## src/rtl/branch_predictor.sv

```systemverilog
// Purpose: direct-mapped 2-bit counter + BTB predictor with EX-stage resolve and registered flush/redirect.
// Latency: lookup is combinational from if_pc; flush/redirect_pc follow a mispredict by one cycle.
// Backpressure: none; EX inputs are ignored while flush=1 (wrong-path instruction).
module branch_predictor #(
  parameter int XLEN  = 32,
  parameter int IDX_W = 4
) (
  input  logic            clk,
  input  logic            rst,
  input  logic [XLEN-1:0] if_pc,
  output logic            pred_taken,
  output logic [XLEN-1:0] pred_target,
  input  logic            ex_valid,
  input  logic            ex_branch,
  input  logic [XLEN-1:0] ex_pc,
  input  logic            ex_pred_taken,
  input  logic            ex_decision,
  input  logic [XLEN-1:0] ex_target,
  output logic            flush,
  output logic [XLEN-1:0] redirect_pc,
  output logic [15:0]     br_count,
  output logic [15:0]     mp_count
);

  localparam int ENTRIES = 1 << IDX_W;
  localparam int TAG_W   = XLEN - IDX_W - 2;

  logic [1:0]       r_cnt     [ENTRIES];
  logic [TAG_W-1:0] r_btb_tag [ENTRIES];
  logic [XLEN-1:0]  r_btb_tgt [ENTRIES];
  logic [ENTRIES-1:0] r_btb_vld;
  logic             r_flush;
  logic [XLEN-1:0]  r_redirect_pc;
  logic [15:0]      r_br_count;
  logic [15:0]      r_mp_count;

  logic [IDX_W-1:0] w_if_idx;
  logic [TAG_W-1:0] w_if_tag;
  logic [IDX_W-1:0] w_ex_idx;
  logic [TAG_W-1:0] w_ex_tag;
  logic             w_resolve;
  logic             w_tgt_miss;
  logic             w_mispredict;
  logic [1:0]       w_cnt_cur;
  logic [1:0]       w_cnt_next;
  logic [XLEN-1:0]  w_redirect;
  logic             w_unused_if_lsb;

  assign w_if_idx = if_pc[IDX_W+1:2];
  assign w_if_tag = if_pc[XLEN-1:IDX_W+2];
  assign w_ex_idx = ex_pc[IDX_W+1:2];
  assign w_ex_tag = ex_pc[XLEN-1:IDX_W+2];
  // Instructions are word aligned, so the low PC bits never select an entry.
  assign w_unused_if_lsb = ^if_pc[1:0];

  // Lookup reads registered state only, so a same-cycle update is not visible.
  assign pred_taken  = r_btb_vld[w_if_idx] & (r_btb_tag[w_if_idx] == w_if_tag) & r_cnt[w_if_idx][1];
  assign pred_target = r_btb_tgt[w_if_idx];

  // A pending flush marks the EX instruction as wrong-path, so it cannot resolve.
  assign w_resolve    = ex_valid & ex_branch & ~r_flush;
  // A correct taken guess with a stale target still sends fetch to the wrong place.
  assign w_tgt_miss   = ex_pred_taken & ex_decision & (r_btb_tgt[w_ex_idx] != ex_target);
  assign w_mispredict = w_resolve & ((ex_pred_taken != ex_decision) | w_tgt_miss);
  assign w_redirect   = ex_decision ? ex_target : (ex_pc + XLEN'(4));

  // Saturating 2-bit counter step toward the resolved outcome.
  always_comb begin
    w_cnt_cur  = r_cnt[w_ex_idx];
    w_cnt_next = w_cnt_cur;
    if (ex_decision) begin
      if (w_cnt_cur != 2'b11) w_cnt_next = w_cnt_cur + 2'd1;
    end else begin
      if (w_cnt_cur != 2'b00) w_cnt_next = w_cnt_cur - 2'd1;
    end
  end

  // Prediction tables: counters train on every resolve, BTB only learns taken branches.
  always_ff @(posedge clk or posedge rst) begin
    if (rst) begin
      r_btb_vld <= '0;
      for (int i = 0; i < ENTRIES; i++) begin
        r_cnt[i]     <= 2'b01;
        r_btb_tag[i] <= '0;
        r_btb_tgt[i] <= '0;
      end
    end else if (w_resolve) begin
      r_cnt[w_ex_idx] <= w_cnt_next;
      if (ex_decision) begin
        r_btb_vld[w_ex_idx] <= 1'b1;
        r_btb_tag[w_ex_idx] <= w_ex_tag;
        r_btb_tgt[w_ex_idx] <= ex_target;
      end
    end
  end

  // One-cycle flush pulse; redirect PC holds its last value between mispredicts.
  always_ff @(posedge clk or posedge rst) begin
    if (rst) begin
      r_flush       <= 1'b0;
      r_redirect_pc <= '0;
    end else begin
      r_flush <= w_mispredict;
      if (w_mispredict) r_redirect_pc <= w_redirect;
    end
  end

  // Saturating statistics counters.
  always_ff @(posedge clk or posedge rst) begin
    if (rst) begin
      r_br_count <= '0;
      r_mp_count <= '0;
    end else begin
      if (w_resolve && (r_br_count != 16'hFFFF))    r_br_count <= r_br_count + 16'd1;
      if (w_mispredict && (r_mp_count != 16'hFFFF)) r_mp_count <= r_mp_count + 16'd1;
    end
  end

  assign flush       = r_flush;
  assign redirect_pc = r_redirect_pc;
  assign br_count    = r_br_count;
  assign mp_count    = r_mp_count;

endmodule
```

## config.mk

```make
export PLATFORM = sky130hd
export DESIGN_NAME = branch_predictor
export DESIGN_NICKNAME = d
export VERILOG_FILES = /design/src/rtl/branch_predictor.sv
export SDC_FILE = /design/constraint.sdc
export NUM_CORES = 2
export LEC_CHECK = 0
export BUFFER_PORTS_ARGS = -buffer_cell sky130_fd_sc_hd__buf_2
export CORE_MARGIN = 5
export CORE_UTILIZATION = 55
export CTS_CLUSTER_DIAMETER = 40
export DETAILED_ROUTE_END_ITERATION = 8
export HOLD_SLACK_MARGIN = 0.05
export PLACE_DENSITY = 0.83
export SLEW_MARGIN = 10
export SYNTH_ARGS = -nofsm -noshare
export SYNTH_HDL_FRONTEND = slang
export SYNTH_SLANG_ARGS = --single-unit
```

## constraint.sdc

```tcl
create_clock -name clk -period 40.2 [get_ports clk]
set_input_delay 8.04 -clock clk [delete_from_list [all_inputs] [get_ports clk]]
set_output_delay 8.04 -clock clk [all_outputs]
set_load 0.05 [all_outputs]
```

After elaboration in Yosys (flattened, before gate mapping)
Cells that the tools add are included.

cells by class
  add/sub/neg operators = 5
  magnitude comparators = 6
  equality and inequality tests = 6
  mux-type cells = 32
  bitwise gates (word level) = 12
  reduce and logical (&&, ||, !) cells = 6

operator list
  kind                                                 number
  bitwise mux 512 bit                                  1
  bitwise mux 416 bit                                  1
  binary-select mux 32 bit (select 4 bit)              2
  2-to-1 mux 32 bit                                    6
  demux 32 bit (select 4 bit)                          1
  binary-select mux 26 bit (select 4 bit)              1
  demux 26 bit (select 4 bit)                          1
  2-to-1 mux 26 bit                                    3
  adder 16 x 1 -> 16 bit (second input constant)       2
  adder 32 x 3 -> 32 bit (second input constant)       1
  bitwise mux 32 bit                                   1
  inequality test 16 bit (second input constant)       2
  inequality test 32 bit                               1
  == test 26 bit                                       1
  binary-select mux 2 bit (select 4 bit)               2
  2-to-1 mux 2 bit                                     8
  bitwise OR 16 bit                                    1
  >= comparator 5 bit (second input constant)          2
  < comparator 4 x 5 -> 1 bit (second input constant)  2
  NOT 4 -> 5 bit                                       2
  demux 2 bit (select 4 bit)                           1
  bitwise AND 1 bit                                    7
  < comparator 5 x 1 -> 1 bit (second input constant)  1
  binary-select mux 1 bit (select 4 bit)               1
  12 further kinds                                     16

word-level totals
  flip-flop bits (word level) = 1041
  input bits = 102
  output and inout port bits = 98
  logic and storage cells = 120

Logic depth before layout (Yosys ltp)
  word-level depth = 9
  mapped depth = 15
  gate-level depth less buffers = 10

Least setup slack after synthesis
No wires, ideal clock.

  path type = in2out
  start = input port if_pc[2]
  end = output port pred_taken
  arrival = 12.100 ns
  data required time = 32.160 ns
  slack = 20.060 ns
  cell stages on the path = 8
  cells stage by stage = clkbuf_1 -> buf_1 -> buf_1 -> mux4_2 -> mux4_2 -> xnor2_1 -> nand4_1 -> nor4_1

between the ends
  word-level cells in the longest chain between the ends = 7
  elaborated cells on any way between the ends = 12

RTL lines
  what                                                   line  source
  from (decl)                                            10    input logic [XLEN-1:0] if_pc,
  NOT 4 -> 5 bit (not written as such)                   57    assign pred_taken = r_btb_vld[w_if_idx] & (r_btb_tag[w_if_idx] == w_if_tag) & r_cnt[w_if_idx][1];
  binary-select mux 26 bit (select 4 bit)                57
  2-to-1 mux 26 bit (not written as such) (2 in series)  57
  == test 26 bit                                         57
  bitwise AND 1 bit                                      57
  bitwise AND 1 bit *                                    57
  to (decl)                                              11    output logic pred_taken,

Every way passes the cells marked *; elsewhere a longest branch is shown, timed or not. The select of a mux whose other input is x is not followed.

Final worst setup path
Ends and elaborated chain as after synthesis.

==> impl_metrics.py <==
metrics = {
    "detailed_routing": {
        "final_antenna_net_count": 0,
        "routed_wl_microns": 141000,
        "routedWlPerCell_microns": 29.2,
        "wl_met2_microns": 66300,
        "dr.pass1.iters": 5,
        "wl_met1_microns": 55600,
        "vias": 32100,
        "highest_layer": "met5",
        "drc_errors": 0,
        "drtIter0Drc": 3497,
        "avgViaCountPerCell": 6.66,
        "met3_wirelength_microns": 14000,
    },
    "power": {
        "power.density_mw_per_mm2": 52.0,
        "power.total_mw": 3.03,
        "leakagePower_nw": 27.2,
        "ir_drop_uv": 43.8,
    },
    "hold_path": {
        "holdCritStartpoint": "r_btb_vld[2]$_DFFE_PP0P_",
        "holdPathEnd": "r_btb_vld[2]$_DFFE_PP0P_",
        "hold_depth": 1,
        "hold_class": "reg -> reg",
    },
    "timing": {
        "finClkSkew_ps": 26.4,
        "fmax_ghz": 0.0491,
        "fin_crit_ps": 20350,
        "fin_crit_sh": 0.506,
        "fin_setup_tns_ps": 0,
        "hold_slack_ps": 472,
        "rsz0062_at_grt": "false",
        "slew_viol_final": 0,
        "setup_viol": 0,
        "worst_pin_slew_ps": 1150,
        "hold_viol_final": 0,
        "relSlewSlack": 0.235,
    },
    "floorplan": {
        "dieArea_sq_mm": 0.101,
        "fp-row-count": 112,
        "coreArea_sq_mm": 0.0936,
        "die_w_microns": 318,
        "pin_count": 200,
        "start_util": 0.556,
        "dieHeight_microns": 318,
    },
    "synth": {
        "synth_fp_nets": 3529,
        "synthFlopType": "dfrtp_1",
        "syn_inst": 3420,
        "ys_async_sr_fraction": 1.00,
        "ys_ff_latch": 1041,
        "avgSynthCellArea_sq_um": 15.2,
        "yosysTopAreaCell": "dfrtp_1",
        "synth_area_sq_mm": 0.0520,
        "yosys_warnings": 0,
        "synth_area_leaders": "dfrtp_1 (49%), mux2_2 (21%), mux4_2 (17%), mux2i_1 (1.8%), clkbuf_1 (1.2%)",
        "synth_edf_count": 0,
        "synth_seq_area_share": 0.501,
        "yosysTopAreaCellShare": 0.493,
        "synth.lib_cells_used.distinct": 49,
    },
    "clocking": {
        "clock-root-buffer": "clkbuf_16",
        "post_cts_buffers": 0,
        "cts_tree": "built",
        "cts_hold_buffers": 0,
        "cts_resized": 0,
        "clock_latency_ps": 720,
        "clk_pin_slew_worst_paths_ps": 60,
        "numCtsBuffers": 135,
        "clock-sinks": 1041,
        "cts.path.max_buffers": 3,
        "cts_htree_levels": 4,
    },
    "global_route": {
        "grt_pass1_vias": 34100,
        "grt_use_total": 0.279,
        "antenna_found_initial": 10,
        "overflow": 0,
        "grt_max_degree": 134,
        "grt_first_pass_wirelength_microns": 216000,
    },
    "finish": {
        "layout-drive-gt1-share": 0.533,
        "syn2layout_area_growth_pct": 12.3,
        "final_nets": 3563,
    },
    "place": {
        "place_hpwl_microns": 81600,
        "portBuffers": 197,
        "gp_congestion": 0.840,
    },
    "worst_setup_path": {
        "cp_max_fo": 93,
        "cp.required_ps": 32160,
        "arrival_ps": 12310,
        "reg2reg_slack_ps": 35520,
        "crit-reg2reg-launch": "r_btb_tgt[132]$_DFFE_PP0P_",
        "worst_r2r_path_depth": 10,
        "end_kind": "output port",
        "path_class": "in -> out",
        "cp-start-kind": "input pin",
        "worstReg2RegEnd": "mp_count[12]$_DFFE_PP0P_",
    },
    "run_status": {
        "outcome": "complete, no violations",
    },
    "flow_run": {
        "max-cap-violations": 0,
    },
}
## synth_stat cells (all sizes together) (3+ instances only)
master  count
a211o       5
a21oi      15
a221oi     12
a22o       14
a22oi      22
and2        5
and3       19
buf       178
clkbuf    171
dfrtp    1025
dfstp      16
ha          7
inv        10
mux2      980
mux2i      92
mux4      399
nand2     109
nand2b     15
nand3      42
nand4      24
nor2       36
nor2b       6
nor3       11
nor4        6
nor4b       3
o211ai      5
o21ai      52
o22ai       3
xnor2      60
xor2       60
## logic make-up after synthesis
group	synth area share
buffers and inverters	0.0282
adder cells (fa/ha/maj)	0.00207
XOR/XNOR	0.0202
flip-flops	0.501
AND/OR/NAND/NOR	0.0261
AO/OA/AOI/OAI	0.0175
multiplexers	0.405
## worst max path at each step
stage | startpoint | to | slack, ps | depth (start not counted)
3_5_place_dp | if_pc[2] | pred_taken | 19870 | 8
4_1_cts | if_pc[2] | pred_taken | 19860 | 8
5_1_grt | if_pc[2] | pred_taken | 19670 | 9
6_report | if_pc[2] | pred_taken | 19850 | 8
3_3_place_gp | if_pc[2] | pred_taken | 19890 | 9
2_1_floorplan | rst | br_count[0]$_DFFE_PP0P_ | 2890 | 1
## through the flow
step                      setup WS [ps]  area, sq um  instances   util
after detailed placement          19870        53700       4571  0.574
after floorplan                    2890        52000       3420      -
after CTS                         19860        58400       4816  0.624
after global routing              19670        58400       4817  0.624
final                             19850        58400       4818  0.624
after global placement            19890        53700       4571  0.574
## worst max-delay path, cell delays in order
cell,delay (ps)
buf_8,640
buf_12,650
mux4_2,590
mux4_2,480
xnor2_1,430
nand4_1,260
nor4_1,690
buf_2,390
## routing by layer
layer	up-vias	GRT usage
met3	300	0.0790
met2	1526	0.433
met1	17300	0.384
met4	10	0.0989
met5	-	0
li1	13000	-
## layout by cell type, fill, tap and decap left out, types with 10 or more instances in the layout
cell,instances
clkbuf_8,21
buf_2,191
mux2_4,29
dfrtp_1,1025
mux4_2,399
a21oi_1,15
dfstp_2,16
nor3_1,11
nand2_1,93
xnor2_1,60
nand2_4,15
bufinv_16,14
clkinv_2,17
xor2_1,60
clkbuf_1,14
clkinvlp_4,13
o21ai_0,52
nand4_1,24
clkbuf_16,137
a221oi_1,10
a22oi_1,22
mux2_2,949
inv_6,12
and3_1,19
nor2_1,34
nand3_1,42
nand2b_1,15
buf_4,48
mux2i_1,92
a22o_1,14
## power breakdown
part           leakage [nW]  internal, mW  switching, mW  total, mW
Clock                  2.27         0.761          0.481       1.24
Sequential             13.8          1.19         0.0936       1.29
Combinational          11.1         0.248          0.258      0.506
## sequential cells by signal, summed over array words and instances (netlist names)
name         flops
r_btb_tgt      512
flush            1
r_btb_vld       16
r_btb_tag      416
redirect_pc     32
mp_count        16
r_cnt           32
br_count        16
## area by class of cell
cell class / instances / area, sq um
fillers: 6685 / 35200
clock buffers: 171 / 3760
flip-flops and latches: 1041 / 26100
repair buffers: 246 / 1420
diodes: 2 / 5.00
inverters: 10 / 45.0
multi-input cells: 2020 / 24600
well taps: 1254 / 1570
clock inverters: 74 / 922
Power figures use the tool's default switching activity.
